$ cat src/rtl/synth_tdm.sv
// Time-multiplexed oscillator bank: one sequential pass over all voices per
// sample tick, with per-voice gain and a saturating mix.
module synth_tdm #(
    parameter int BITWIDTH    = 24,
    parameter int FIXED_POINT = 8,
    parameter int NUM_UNITS   = 4,
    parameter int FREQ_WIDTH  = 16,
    parameter int PHASE_WIDTH = 24,
    parameter int AMP_WIDTH   = 8
) (
    input  logic                            ctl_clk,
    input  logic                            ctl_rst,
    input  logic [FREQ_WIDTH*NUM_UNITS-1:0] freq_in,
    input  logic [2*NUM_UNITS-1:0]          wave_type,
    input  logic [AMP_WIDTH*NUM_UNITS-1:0]  amp_in,
    input  logic                            aud_freq,
    output logic [BITWIDTH-1:0]             wave_out,
    output logic                            wave_valid,
    output logic                            busy,
    output logic                            overrun
);

    localparam int IW   = (NUM_UNITS > 1) ? $clog2(NUM_UNITS) : 1;
    localparam int ACCW = BITWIDTH + $clog2(NUM_UNITS) + 1;
    localparam int PW   = BITWIDTH + AMP_WIDTH + 1;

    localparam logic signed [ACCW-1:0] HMAX =
        {{(ACCW-BITWIDTH+1){1'b0}}, {(BITWIDTH-1){1'b1}}};
    localparam logic signed [ACCW-1:0] HMIN =
        {{(ACCW-BITWIDTH+1){1'b1}}, {(BITWIDTH-1){1'b0}}};

    typedef enum logic [1:0] {
        IDLE  = 2'd0,
        RUN   = 2'd1,
        FLUSH = 2'd2,
        DONE  = 2'd3
    } state_t;

    state_t state;
    state_t state_next;

    logic [IW-1:0]                     idx;
    logic                              flush_cnt;
    logic                              armed;
    logic                              accept;
    logic                              last;

    logic [FREQ_WIDTH*NUM_UNITS-1:0]   freq_s;
    logic [2*NUM_UNITS-1:0]            wave_s;
    logic [AMP_WIDTH*NUM_UNITS-1:0]    amp_s;
    logic [15:0]                       lfsr;
    logic [15:0]                       lfsr_s;
    logic [PHASE_WIDTH-1:0]            phase [NUM_UNITS];

    logic [PHASE_WIDTH-1:0]            cur_phase;
    logic [PHASE_WIDTH-1:0]            step;
    logic [BITWIDTH-1:0]               t;
    logic [BITWIDTH-2:0]               m;
    logic [1:0]                        wsel;
    logic [AMP_WIDTH-1:0]              amp;
    logic [BITWIDTH-1:0]               tri_v;
    logic [BITWIDTH-1:0]               noise;
    logic [BITWIDTH-1:0]               sample;
    logic signed [PW-1:0]              prod_full;

    logic signed [BITWIDTH-1:0]        prod;
    logic                              prod_v;
    logic signed [ACCW-1:0]            acc;
    logic [BITWIDTH-1:0]               sat;

    assign accept = (state == IDLE) && aud_freq && armed;
    assign last   = (idx == IW'(NUM_UNITS - 1));

    // State register
    always_ff @(posedge ctl_clk or posedge ctl_rst) begin
        if (ctl_rst) begin
            state <= IDLE;
        end else begin
            state <= state_next;
        end
    end

    // Next-state logic
    always_comb begin
        state_next = state;
        unique case (state)
            IDLE:    if (accept) state_next = RUN;
            RUN:     if (last) state_next = FLUSH;
            FLUSH:   if (flush_cnt) state_next = DONE;
            DONE:    state_next = IDLE;
            default: state_next = IDLE;
        endcase
    end

    // Moore outputs
    always_comb begin
        busy       = (state != IDLE);
        wave_valid = (state == DONE);
    end

    // Waveform generation for the voice issued this cycle
    always_comb begin
        cur_phase = phase[idx];
        step      = PHASE_WIDTH'(freq_s[FREQ_WIDTH*idx +: FREQ_WIDTH]) << FIXED_POINT;
        t         = cur_phase[PHASE_WIDTH-1 -: BITWIDTH];
        m         = t[BITWIDTH-2:0];
        wsel      = wave_s[2*idx +: 2];
        amp       = amp_s[AMP_WIDTH*idx +: AMP_WIDTH];
        tri_v     = t[BITWIDTH-1] ? {~m, 1'b1} : {m, 1'b0};
        noise     = BITWIDTH'(lfsr_s) << (BITWIDTH - 16);
        sample    = '0;
        unique case (wsel)
            2'b00: sample = t[BITWIDTH-1] ? {1'b1, {(BITWIDTH-1){1'b0}}}
                                          : {1'b0, {(BITWIDTH-1){1'b1}}};
            2'b01: sample = {~t[BITWIDTH-1], m};
            2'b10: sample = {~tri_v[BITWIDTH-1], tri_v[BITWIDTH-2:0]};
            2'b11: sample = noise;
            default: sample = '0;
        endcase
        prod_full = $signed({{(AMP_WIDTH+1){sample[BITWIDTH-1]}}, sample})
                  * $signed({{BITWIDTH{1'b0}}, 1'b0, amp});
    end

    always_comb begin
        if (acc > HMAX) begin
            sat = HMAX[BITWIDTH-1:0];
        end else if (acc < HMIN) begin
            sat = HMIN[BITWIDTH-1:0];
        end else begin
            sat = acc[BITWIDTH-1:0];
        end
    end

    // Datapath: snapshot, phase update, gain pipeline and accumulation
    always_ff @(posedge ctl_clk or posedge ctl_rst) begin
        if (ctl_rst) begin
            armed     <= 1'b0;
            idx       <= '0;
            flush_cnt <= 1'b0;
            freq_s    <= '0;
            wave_s    <= '0;
            amp_s     <= '0;
            lfsr      <= 16'hACE1;
            lfsr_s    <= 16'hACE1;
            prod      <= '0;
            prod_v    <= 1'b0;
            acc       <= '0;
            wave_out  <= '0;
            overrun   <= 1'b0;
            for (int i = 0; i < NUM_UNITS; i++) begin
                phase[i] <= '0;
            end
        end else begin
            armed   <= 1'b1;
            overrun <= aud_freq && (state != IDLE);
            prod_v  <= (state == RUN);
            if (accept) begin
                idx    <= '0;
                freq_s <= freq_in;
                wave_s <= wave_type;
                amp_s  <= amp_in;
                lfsr_s <= lfsr;
                lfsr   <= lfsr[0] ? ((lfsr >> 1) ^ 16'hB400) : (lfsr >> 1);
            end
            if (state == RUN) begin
                idx        <= idx + 1'b1;
                prod       <= prod_full[AMP_WIDTH +: BITWIDTH];
                phase[idx] <= cur_phase + step;
            end
            if (accept) begin
                acc <= '0;
            end else if (prod_v) begin
                acc <= acc + {{(ACCW-BITWIDTH){prod[BITWIDTH-1]}}, prod};
            end
            if (state == FLUSH) begin
                flush_cnt <= ~flush_cnt;
            end else begin
                flush_cnt <= 1'b0;
            end
            if (state == FLUSH && flush_cnt) begin
                wave_out <= sat;
            end
        end
    end

endmodule

$ cat config.mk
export PLATFORM = sky130hd
export DESIGN_NAME = synth_tdm
export DESIGN_NICKNAME = d
export VERILOG_FILES = /design/src/rtl/synth_tdm.sv
export SDC_FILE = /design/constraint.sdc
export NUM_CORES = 1
export LEC_CHECK = 0
export BUFFER_PORTS_ARGS = -buffer_cell sky130_fd_sc_hd__buf_4
export CAP_MARGIN = 20
export CORE_MARGIN = 3
export CORE_UTILIZATION = 25
export DETAILED_ROUTE_END_ITERATION = 6
export PLACE_DENSITY_LB_ADDON = 0.12
export SYNTH_ARGS = -nofsm -noshare
export SYNTH_HDL_FRONTEND = slang
export SYNTH_SLANG_ARGS = --single-unit
$ cat constraint.sdc
create_clock -name ctl_clk -period 12.5 [get_ports ctl_clk]
set_input_delay 2.5 -clock ctl_clk [delete_from_list [all_inputs] [get_ports ctl_clk]]
set_output_delay 2.5 -clock ctl_clk [all_outputs]
set_load 0.02 [all_outputs]
==> key figures <==
Run status
  – Status: finished, final reports clean

Logic synthesis
  – EDFF count, synth: 0
  – Syn Inst Count: 2279
  – Yosys cell types: 67
  – Mapped Area: 21740 sq um
  – Yosys warns: 0
  – Async SR Flop Fraction: 1.000
  – Synth Area per Inst: 9.537 sq um
  – Net Count, Synth: 2643
  – Post-synth top flop: dfrtp_1
  – #FFs+latches synth: 308
  – Sequential fraction of the synthesis area: 0.3553

CTS
  – Post-CTS Setup Inserts: 0
  – CTS Hold Bufs: 0
  – Bufs on Longest Clock Path: 3
  – Number of CTS-inserted buffers: 41
  – Clock Sinks: 308
  – TritonCTS clock tree: built
  – Post-cts resize count: 0
  – Worst-skew pair later-pin latency: 580 ps
  – Root Driver: clkbuf_16
  – H-tree depth: 2
  – Reg clk slew, reported paths: 60 ps

Routing
  – Via/cell ratio: 4.466
  – Antenna Nets Post-Route: 0
  – Vias: 15855
  – Final WL: 61580 um
  – Initial DRC count: 688
  – TritonRoute pass-1 iters: 5
  – DRC: 0
  – Avg WL per Cell: 17.35 um

Critical path
  – Cell chain of the critical path: buf_4 -> mux4_2 -> or3_1 -> a32oi_1 -> nor2_1 -> fa_1 -> fa_1 -> fa_1 -> inv_1 -> fa_1 -> inv_1 -> ha_1 -> and4_1 -> a221o_1 -> a21oi_1 -> a21oi_1 -> nand4bb_4 -> a41oi_2 -> nor2b_2 -> a31oi_4 -> o21bai_1 -> xor2_1 -> mux2_2
  – Nature of the critical path endpoint: flip-flop
  – Crit path DAT: 8650 ps
  – Most frequent CP cell: fa_1
  – Slowest stage delay, CP: 760 ps
  – Max FO, Critical Path: 46
  – Startpoint types: flip-flop
  – CP max-delay cell: mux4_2
  – Reg2Reg Setup Slack: 4300 ps
  – Required time worst endpoint: 12960 ps
  – Critical path class: reg -> reg

Timing
  – FMAX: 122.0 MHz
  – Worst-Margin Slew: 954.8 ps
  – Tmin final: 8195 ps
  – Final TNS setup: 0 ps
  – Slew HR: 0.3635
  – Fin crit share: 0.6556
  – Clock skew: 23.19 ps
  – Max-slew violations: 0
  – RSZ-0062 raised after global routing: false
  – Setup Viol. Count Final: 0
  – Hold Vio Cnt, Final: 0

GRT
  – Global-route wire length before repair: 99100 um
  – Gr usage total: 0.1393
  – Initial antenna violation count: 0
  – Grt ovf: 0
  – Number of global-route vias before repair: 17021
  – Largest net degree at the start of global routing: 108

Final layout
  – Ant. Diodes: 0
  – Net count, final: 2739
  – Most common cell after layout, fill and taps aside: nand2_1
  – Proportion of layout cells with a drive suffix above 1: 0.1671
  – Synth-to-Final Area Change: 16.81%
  – Most frequent cells in the layout: nand2_1, dfrtp_1, inv_1, nor2_1, buf_4
  – End-of-flow core utilization: 0.2963
  – FILL cells: 9156

Hold path
  – Hold WC Path Type: reg -> reg

Floorplanning
  – Die span in x: 300.9 um
  – Initial Util: 0.2537
  – Die area: 90520 sq um
  – I/O pins: 134
  – Die span in y: 300.9 um
  – FP Rows: 107
  – Core Footprint: 85680 sq um

Placed design
  – I/O Buffers: 133
  – Gp weighted congestion: 0.7487
  – HPWL Detailed: 45000 um

Job
  – Max-Cap Viols: 0
per-stage QoR:
step	instances	hold WS (ps)	cell area (sq um)	setup slack [ps]
6_report	3550	440.5	25390	4305
5_1_grt	3550	478.0	25390	3734
4_1_cts	3548	441.6	25350	4191
3_5_place_dp	3474	430.1	23960	4207
3_3_place_gp	3473	432.5	23950	4207
2_1_floorplan	2279	413.5	21740	1505
sequential cells by signal, indices dropped and copies added (netlist names):
register,count
lfsr_s,10
prod,24
idx,2
wave_s,8
acc,27
amp_s,32
freq_s,64
state,2
flush_cnt,1
lfsr,15
armed,1
overrun,1
wave_out,24
phase,96
prod_v,1
kinds of logic (layout without fill, tap and decap cells):
group | after synthesis | in the layout | synth area share
and+or+nand+nor | 885 | 885 | 0.1734
muxes | 168 | 168 | 0.1091
adders and majority gates | 257 | 257 | 0.1994
other | 1 | 1 | 0.0001725
buffers and inverters | 323 | 450 | 0.05676
DFF | 308 | 308 | 0.3553
AOI/OAI and AO/OA | 260 | 260 | 0.07483
xor gates and xnor gates | 77 | 77 | 0.03103
metal layers:
metal	up-vias	wire length, um	global-route usage	share of wire
met4	0	1342	0.03571	0.022
li1	7610	-	-	-
met5	-	0	0	0
met3	65	2017	0.01990	0.033
met2	259	28880	0.2305	0.47
met1	7921	29340	0.1910	0.48
synthesized netlist by cell type, types with 6 or more instances:
| master | number | area share |
|---|---|---|
| a211oi_1 | 11 | 0.0038 |
| a21boi_0 | 6 | 0.0021 |
| a21o_1 | 24 | 0.0083 |
| a21oi_1 | 76 | 0.017 |
| a31oi_1 | 7 | 0.0020 |
| and2_1 | 19 | 0.0055 |
| buf_1 | 10 | 0.0017 |
| clkbuf_1 | 87 | 0.015 |
| dfrtp_1 | 295 | 0.34 |
| dfstp_2 | 13 | 0.016 |
| fa_1 | 149 | 0.14 |
| ha_1 | 108 | 0.062 |
| inv_1 | 217 | 0.037 |
| mux2_2 | 101 | 0.052 |
| mux2i_1 | 22 | 0.010 |
| mux4_2 | 45 | 0.047 |
| nand2_1 | 556 | 0.096 |
| nand2b_1 | 50 | 0.014 |
| nand3_1 | 17 | 0.0039 |
| nor2_1 | 163 | 0.028 |
| nor2b_1 | 16 | 0.0046 |
| nor3_1 | 14 | 0.0032 |
| nor3b_1 | 6 | 0.0021 |
| o21a_1 | 9 | 0.0031 |
| o21ai_0 | 72 | 0.017 |
| o21ai_1 | 7 | 0.0016 |
| o21bai_1 | 7 | 0.0024 |
| o31ai_1 | 6 | 0.0021 |
| or3_1 | 19 | 0.0055 |
| xnor2_1 | 56 | 0.023 |
| xor2_1 | 21 | 0.0085 |
cell type report:
class                   instances  area (sq um)  share of cell area
clock buffers                  57          1126             0.04435
clock inverters                17         267.8             0.01055
inverters                     219         829.5             0.03267
multi-input cells            1648         12810              0.5044
flip-flops and latches        308          7729              0.3044
well taps                    1144          1431             0.05638
repair buffers                157          1199             0.04721
worst paths after layout:
path / cells after the start / start / end
worst max-delay path: 23 / idx[1] / prod[22]
worst min-delay path: 1 / flush_cnt / flush_cnt
worst max register to register: 23 / idx[1] / prod[22]
worst min register to register: 1 / flush_cnt / flush_cnt
max in group asynchronous: 3 / ctl_rst / freq_s[15]
min in group asynchronous: 2 / ctl_rst / lfsr[9]
critical path: cells and delay by family, from the launching register on:
family          cells  cell delay (ps)
compound gates      7             1890
flops               1              540
simple gates        5             1230
fa+ha+maj           5             2400
buf+inv             3              790
mux                 2             1020
xor+xnor            1              140
Power is not shown: default switching activity piles up to over one toggle a cycle in this logic, so the estimate is an artifact.
